$ cat config.mk
export PLATFORM = sky130hd
export DESIGN_NAME = serial_subtractor
export DESIGN_NICKNAME = d
export VERILOG_FILES = /design/src/rtl/serial_subtractor.sv
export SDC_FILE = /design/constraint.sdc
export NUM_CORES = 1
export LEC_CHECK = 0
export ABC_CLOCK_PERIOD_IN_PS = 2420
export CAP_MARGIN = 40
export CORE_MARGIN = 2
export CORE_UTILIZATION = 42
export DETAILED_ROUTE_END_ITERATION = 7
export PLACE_DENSITY = 0.66
export SYNTH_ARGS = -nofsm -noshare
export SYNTH_HDL_FRONTEND = slang
export SYNTH_SLANG_ARGS = --single-unit
$ cat constraint.sdc
create_clock -name clk -period 2.42 [get_ports clk]
set_clock_uncertainty 0.2 [all_clocks]
set_input_delay 0.484 -clock clk [delete_from_list [all_inputs] [get_ports clk]]
set_output_delay 0.484 -clock clk [all_outputs]
set_load 0.01 [all_outputs]
$ cat src/rtl/serial_subtractor.sv
// serial_subtractor: bit-serial a - b - bin, LSB first, one full-subtractor cell with a registered borrow loop
module serial_subtractor #(
    parameter int WIDTH = 8
) (
    input  logic             clk,
    input  logic             rst_n,
    input  logic             start,
    input  logic [WIDTH-1:0] a,
    input  logic [WIDTH-1:0] b,
    input  logic             bin,
    output logic             busy,
    output logic             done,
    output logic [WIDTH-1:0] diff,
    output logic             borrow_out
);
    localparam int CW = (WIDTH > 1) ? $clog2(WIDTH) : 1;
    typedef enum logic [1:0] {IDLE, SHIFT, DONE} state_t;
    state_t state, nxt;
    logic [WIDTH-1:0] a_sh, b_sh, r_sh;
    logic [CW-1:0] cnt;
    logic borrow_reg, d, bnext, last, accept;
    always_comb begin
        d      = a_sh[0] ^ b_sh[0] ^ borrow_reg;
        bnext  = (~a_sh[0] & b_sh[0]) | (~a_sh[0] & borrow_reg) | (b_sh[0] & borrow_reg);
        last   = cnt == CW'(WIDTH - 1);
        accept = start && state != SHIFT;
    end
    always_ff @(posedge clk or negedge rst_n)
        if (!rst_n) state <= IDLE;
        else state <= nxt;
    always_comb begin
        nxt = state;
        case (state)
            IDLE:    nxt = start ? SHIFT : IDLE;
            SHIFT:   nxt = last ? DONE : SHIFT;
            DONE:    nxt = start ? SHIFT : IDLE;
            default: nxt = IDLE;
        endcase
    end
    always_comb begin
        busy = state == SHIFT;
        done = state == DONE;
    end
    // diff/borrow_out are only written on the completing shift so partials never leak out
    always_ff @(posedge clk or negedge rst_n)
        if (!rst_n) begin
            a_sh       <= '0;
            b_sh       <= '0;
            r_sh       <= '0;
            cnt        <= '0;
            borrow_reg <= 1'b0;
            diff       <= '0;
            borrow_out <= 1'b0;
        end else if (accept) begin
            a_sh       <= a;
            b_sh       <= b;
            borrow_reg <= bin;
            cnt        <= '0;
        end else if (state == SHIFT) begin
            r_sh       <= {d, r_sh[WIDTH-1:1]};
            a_sh       <= a_sh >> 1;
            b_sh       <= b_sh >> 1;
            borrow_reg <= bnext;
            cnt        <= last ? '0 : cnt + 1'b1;
            if (last) begin
                diff       <= {d, r_sh[WIDTH-1:1]};
                borrow_out <= bnext;
            end
        end
endmodule

==> summary.md, run 1 <==
| Metric | Value |
|---|---|
| Largest delay share family, worst path | `buffers and inverters` |
| Layout Nets | `~170` |
| Worst path max stage delay | `approximately 0.56 ns` |
| Worst VDD drop | `between 0.0005 and 0.0006 V` |
| Hold WC Path Type | `input pin to asynchronous set/reset pin` |
| Int Pwr | `2.00 mW` |
| Yosys cell types | `15` |
| Status | `complete, no violations` |
| Fin crit period | `between 2 and 2.5 ns` |
| Largest area contributor in the netlist | `dfrtp_1` |
| Max FO, Critical Path | `4` |
| CP Cell Sequence | `nand2b_1, inv_1, clkdlybuf4s50_1` |
| Drt wl/cell | `approximately 15 um` |
| Post-cts sizing count | `0` |
| Yosys reg bits | `38` |
| Crit path DAT | `1.56 ns` |
| Crit path kind | `flop to output pin` |
| Ports | `31` |
| TNS Setup | `0 ns` |
| Non-filler cells, final | `around 200` |
| Clock root buffer | `clkbuf_8` |
| Initial antenna violation count | `0` |
| Worst slew margin | `42.8%` |
| Buf/Inv on CP | `2` |
| Hold-fix buffers, CTS | `0` |
| Crit. End Element | `output pin` |
| Vert. Die Dim | `~70 um` |
| Die area | `slightly below 5000 um^2` |
| Row cnt | `24` |
| Placed cells | `a little under 200` |
| DR vias/cell | `slightly below 5` |
| Combinational share of power | `around 41%` |
| Cell area after synthesis | `about 1800 um^2` |
| Drt initial violations | `30` |
| Final Cycle Share | `92.8%` |
| Synth-to-Final Area Change | `23.8%` |
| # diodes | `0` |
| Synth Warn # | `0` |
| Switching part of the total power | `28.8%` |
| Worst path required time | `between 1.5 and 2 ns` |
| Seq/Total Area, Yosys | `between 50% and 60%` |
| DRT Wirelength | `a little over 3000 um` |
| Post-DP HPWL | `a little over 2000 um` |
| GPL Wtd Cong | `just under 0.7` |
| Slowest CP cell | `clkdlybuf4s50_1` |
| CTS Buffer Depth | `2` |
| Clock share of power | `approximately 20%` |
| Most frequent cells in the layout | `dfrtp_1, mux2_4, clkdlybuf4s50_1` |
| Cts bufs inserted | `5` |
| Unrepaired setup endpoints after global routing | `no` |
| Grt ovf | `0` |
| R2r setup slk | `~0.48 ns` |
| CTS tree | `yes` |
| Largest regs | `a_sh: 8 flops, b_sh: 8 flops, diff: 8 flops` |
| Cell count after synthesis | `114` |
| DRT Pass-1 Iters | `2` |
| Via count of the first global-routing pass | `1154` |
| Final Max Tran Viols | `0` |
| Seq pwr share | `between 30% and 40%` |
| H-tree Lvls | `2` |
| Worst-skew pair later-pin latency | `roughly 0.29 ns` |
| WP depth | `3` |
| Max cap viols | `0` |
| Final setup viols | `0` |
| Top cell type's share of synthesized area | `between 50% and 60%` |
| Worst Setup SP | `state[1]$_DFF_PN0_` |
| Port buffer count | `30` |
| Crit path launch type | `flop` |
| GR Util All Layers | `14.9%` |
| Max frequency | `between 400 and 500 MHz` |
| Worst hold slack | `about 0.099 ns` |
| Top cells by area, synth | `dfrtp_1, mux2_4, mux2_2` |
| Core ar. | `~4300 um^2` |
| Post-Synthesis Net Count | `137` |
| Layout cell share with drive strength beyond 1 | `40.3%` |
| P_leak | `around 1.1 nW` |
| Avg Cell Area, Syn | `between 15 and 20 um^2` |
| Slew @ Worst Pin | `0.858 ns` |
| P_sw | `around 810 uW` |
| Starting density of the core | `between 40% and 50%` |
| Hold Fails Final Rpt | `0` |
| Total Power | `around 2.8 mW` |
| Commonest non-fill, non-tap cell in the layout | `dfrtp_1` |
| Antenna Nets Post-Route | `0` |
| Vias | `a little under 1000` |
| Power per cell area | `1240 nW/um^2` |
| First-pass GRT wire length | `around 5600 um` |
| Setup repair bufs after CTS | `0` |
| Post-layout util | `a little over half` |
| R2R cell count | `4` |
| Clock slew at reported path FFs | `about 0.080 ns` |
| Clk sinks | `38` |
| Drt drc | `0` |
| Largest net degree at the start of global routing | `39` |
| Critical R2R Launch | `cnt[0]$_DFFE_PN0P_` |
| Die width | `roughly 70 um` |
-- synthesized netlist by cell type --
master,count
fa_1,1
mux2_2,15
nand3b_1,1
mux2_1,3
ha_1,2
buf_2,1
buf_6,5
nand2b_1,1
mux2_4,30
nor2_1,4
mux2i_1,4
inv_1,5
nor2b_1,1
and2b_2,3
dfrtp_1,38
-- worst reg2reg max path, cell delays in order (launching register included) --
cell and delay, ns:
dfrtp_1 0.41, ha_1 0.21, ha_1 0.22, nand3b_1 0.40, mux2_2 0.40
-- worst paths after layout --
kind                                            end
worst min register to register  diff[0]$_DFFE_PN0P_
min in group clk                diff[0]$_DFFE_PN0P_
max in group asynchronous       a_sh[3]$_DFFE_PN0P_
worst min-delay path            diff[7]$_DFFE_PN0P_
worst max-delay path                           busy
worst max register to register  diff[5]$_DFFE_PN0P_
-- layer usage --
layer  part of all wire [%]  up-vias  track usage (%)
met5                      0        -                0
met4                    2.0        0             6.41
met3                    3.1        5             4.62
met2                     46       19             22.5
met1                     48      499             19.8
li1                       -      462                -
-- final cells by class --
class	instances	area, um^2
clock buffers	5	68.8
clock inverters	3	45.0
fillers	369	2000
inverters	5	18.8
multi-input cells	65	800
flip-flops and latches	38	951
well taps	52	65.1
repair buffers	33	318
-- kinds of logic after synthesis --
group / after synthesis / share of synthesized area [%]
flip-flops: 38 / 51.9
multiplexers: 52 / 37.9
buffers and inverters: 11 / 4.37
adder cells (fa/ha/maj): 3 / 2.46
AND/OR/NAND/NOR: 10 / 3.35
-- power groups by stage --
stage | clock [mW] | sequential, mW | combinational, mW
after floorplan | 0 | 1.10 | 0.850
after global routing | 0.592 | 1.14 | 1.26
after global placement | 0 | 1.10 | 1.14
after CTS | 0.568 | 1.10 | 1.18
after detailed placement | 0 | 1.11 | 1.17
final | 0.546 | 1.10 | 1.16
-- metrics by stage --
step                setup WS, ns  cell area (um^2)
floorplan                  0.724              1830
global placement           0.327              2150
detailed placement         0.302              2150
CTS                        0.152              2270
global route               0.105              2270
finish                     0.174              2270
Power figures use the tool's default switching activity.
==> inputs of run 2 (changes only) <==
- CTS_CLUSTER_DIAMETER: not set -> 150
==> results of run 2 <==
The final DEF is identical to that of run 1; final timing and power are the same.
==> inputs of run 3 (changes only) <==
- CORE_MARGIN: 2 -> not set
==> run 3 against run 2 <==
Effect of this change:
- design area fell by 0.22%
- cell count is 0.50% higher
- sequential share of layout area grew 0.093 points
- die area decreased by 5.6%
- first-iteration DRC count shrank 6.7%
- maximum frequency down 0.11%
- wire length decreased by 5.5%
- total power shrank 4.9%
- non-clock buffer count up 3
- critical path depth stayed put
- clock power is 24% lower
- largest cell class unchanged
==> summary.md, run 3 (same netlist as run 1, synthesis figures left out) <==
| Metric | Value |
|---|---|
| Largest net degree at the start of global routing | `25` |
| Switching part of the total power | `28.9%` |
| Status | `complete, no violations` |
| Crit path DAT | `roughly 1.6 ns` |
| CP Cell Sequence | `nand2b_1, inv_1, clkdlybuf4s50_1` |
| Clock root buffer | `clkbuf_8` |
| DRT Pass-1 Iters | `2` |
| Die width | `68.0 um` |
| Seq pwr share | `41.1%` |
| # diodes | `0` |
| Final WS setup | `about 0.17 ns` |
| Fin crit period | `2.25 ns` |
| Int Pwr | `approximately 1.9 mW` |
| Largest delay share family, worst path | `buffers and inverters` |
| P_leak | `between 1 and 1.5 nW` |
| Row cnt | `23` |
| Design Area, Final | `2260 um^2` |
| Port buffer count | `30` |
| Worst Setup SP | `state[1]$_DFF_PN0_` |
| Hold Fails Final Rpt | `0` |
| Combinational share of power | `approximately 43%` |
| Vert. Die Dim | `just under 70 um` |
| Commonest non-fill, non-tap cell in the layout | `dfrtp_1` |
| Post-DP Area | `approximately 2200 um^2` |
| Critical R2R Launch | `cnt[0]$_DFFE_PN0P_` |
| H-tree Lvls | `2` |
| CTS Buffer Depth | `2` |
| DR vias/cell | `around 4.8` |
| Drt initial violations | `28` |
| First-pass GRT wire length | `just under 5000 um` |
| Final Cycle Share | `about 93%` |
| Power per cell area | `1180 nW/um^2` |
| Vias | `roughly 960` |
| Buf/Inv on CP | `2` |
| Max frequency | `~440 MHz` |
| Crit path kind | `flop to output pin` |
| Fillers | `350` |
| Post-cts sizing count | `0` |
| DRT Wirelength | `around 2900 um` |
| Crit. End Element | `output pin` |
| Post-DP HPWL | `2060 um` |
| Crit path launch type | `flop` |
| CTS tree | `yes` |
| Synth-to-Final Area Change | `23.5%` |
| Worst path required time | `about 1.7 ns` |
| Via count of the first global-routing pass | `around 1100` |
| Clk sinks | `38` |
| Core ar. | `roughly 4000 um^2` |
| Worst path max stage delay | `about 0.57 ns` |
| Drt wl/cell | `14.5 um` |
| Hold WC Path Type | `flop to flop` |
| Max cap viols | `0` |
| Clock share of power | `roughly 16%` |
| Die area | `4630 um^2` |
| Most frequent cells in the layout | `dfrtp_1, mux2_4, clkdlybuf4s50_1` |
| Cts bufs inserted | `5` |
| GR Util All Layers | `between 10% and 20%` |
| TNS Setup | `0 ns` |
| Layout cell share with drive strength beyond 1 | `40.1%` |
| Setup WS pre-CTS | `0.301 ns` |
| GPL Wtd Cong | `0.724` |
| Worst VDD drop | `about 0.00055 V` |
| Grt ovf | `0` |
| Starting density of the core | `between 40% and 50%` |
| Max FO, Critical Path | `4` |
| P_sw | `slightly below 800 uW` |
| Drt drc | `0` |
| Slew @ Worst Pin | `0.487 ns` |
| Largest regs | `a_sh: 8 flops, b_sh: 8 flops, diff: 8 flops` |
| Ports | `31` |
| Layout Nets | `~170` |
| Total Power | `about 2.7 mW` |
| Antenna Nets Post-Route | `0` |
| Clock slew at reported path FFs | `around 0.070 ns` |
| Unrepaired setup endpoints after global routing | `no` |
| Final Max Tran Viols | `0` |
| Worst slew margin | `roughly 67%` |
| Initial antenna violation count | `0` |
| Slowest CP cell | `clkdlybuf4s50_1` |
| Worst-skew pair later-pin latency | `0.28 ns` |
| Final setup viols | `0` |
| Min-delay src | `diff[0]$_DFFE_PN0P_` |
-- run 3: cell types whose count changed in the layout (fill, tap and decap cells not counted), sizes merged --
cell / change
clkbuf: +1
buf: +2
dlygate4sd3: +1
clkinv: +2
clkinvlp: -2
bufinv: -1
-- run 3: final cells by class --
class                           instances  area, um^2  share of cell area, %
Sequential cell                        38         951                   42.1
Clock buffer                            6        72.6                   3.21
Timing Repair Buffer                   36         343                   15.2
Inverter                                5        18.8                  0.830
Multi-Input combinational cell         65         800                   35.4
Clock inverter                          2        13.8                  0.609
Tap cell                               50        62.6                   2.77
-- run 3: worst reg2reg max path, cell delays in order, from the launching register on --
cell      delay [ns]
dfrtp_1         0.40
ha_1            0.21
ha_1            0.21
nand3b_1        0.37
mux2_2          0.39
-- run 3: worst paths after layout --
| kind | slack (ns) | cells after the start | to |
|---|---|---|---|
| max in group asynchronous | 1.09 | 3 | borrow_reg$_DFFE_PN0P_ |
| min in group asynchronous | 0.43 | 2 | b_sh[4]$_DFFE_PN0P_ |
| hold reg to reg | 0.31 | 1 | diff[0]$_DFFE_PN0P_ |
| setup / recovery | 0.17 | 3 | busy |
| hold / removal | 0.31 | 1 | diff[0]$_DFFE_PN0P_ |
| setup reg to reg | 0.53 | 4 | diff[4]$_DFFE_PN0P_ |
-- run 3: what timing repair did --
item,in CTS,in global routing
hold buffers,1,0
setup buffers,0,0
endpoints found under the hold margin,13,0
-- run 3: power groups by stage --
stage                     Sequential (mW)  Combinational [mW]  Clock (mW)
after floorplan                      1.10               0.850           0
after global placement               1.10                1.13           0
after detailed placement             1.11                1.17           0
after CTS                            1.10                1.17       0.438
after global routing                 1.14                1.25       0.456
final                                1.10                1.16       0.414
-- run 3: per-stage QoR --
step	hold slack (ns)	cells	utilization [%]
finish	0.307	202	55.3
global route	0.330	202	55.3
CTS	0.313	202	55.3
detailed placement	0.214	193	53.0
global placement	0.206	193	53.0
floorplan	-0.0116	114	-
-- run 3: metal layers --
layer	wire [um]	share of wire (%)	GRT usage (%)
met5	0	0	0
met3	157	5.4	6.17
met4	28	0.96	7.03
met2	1380	47	23.5
met1	1360	47	18.4
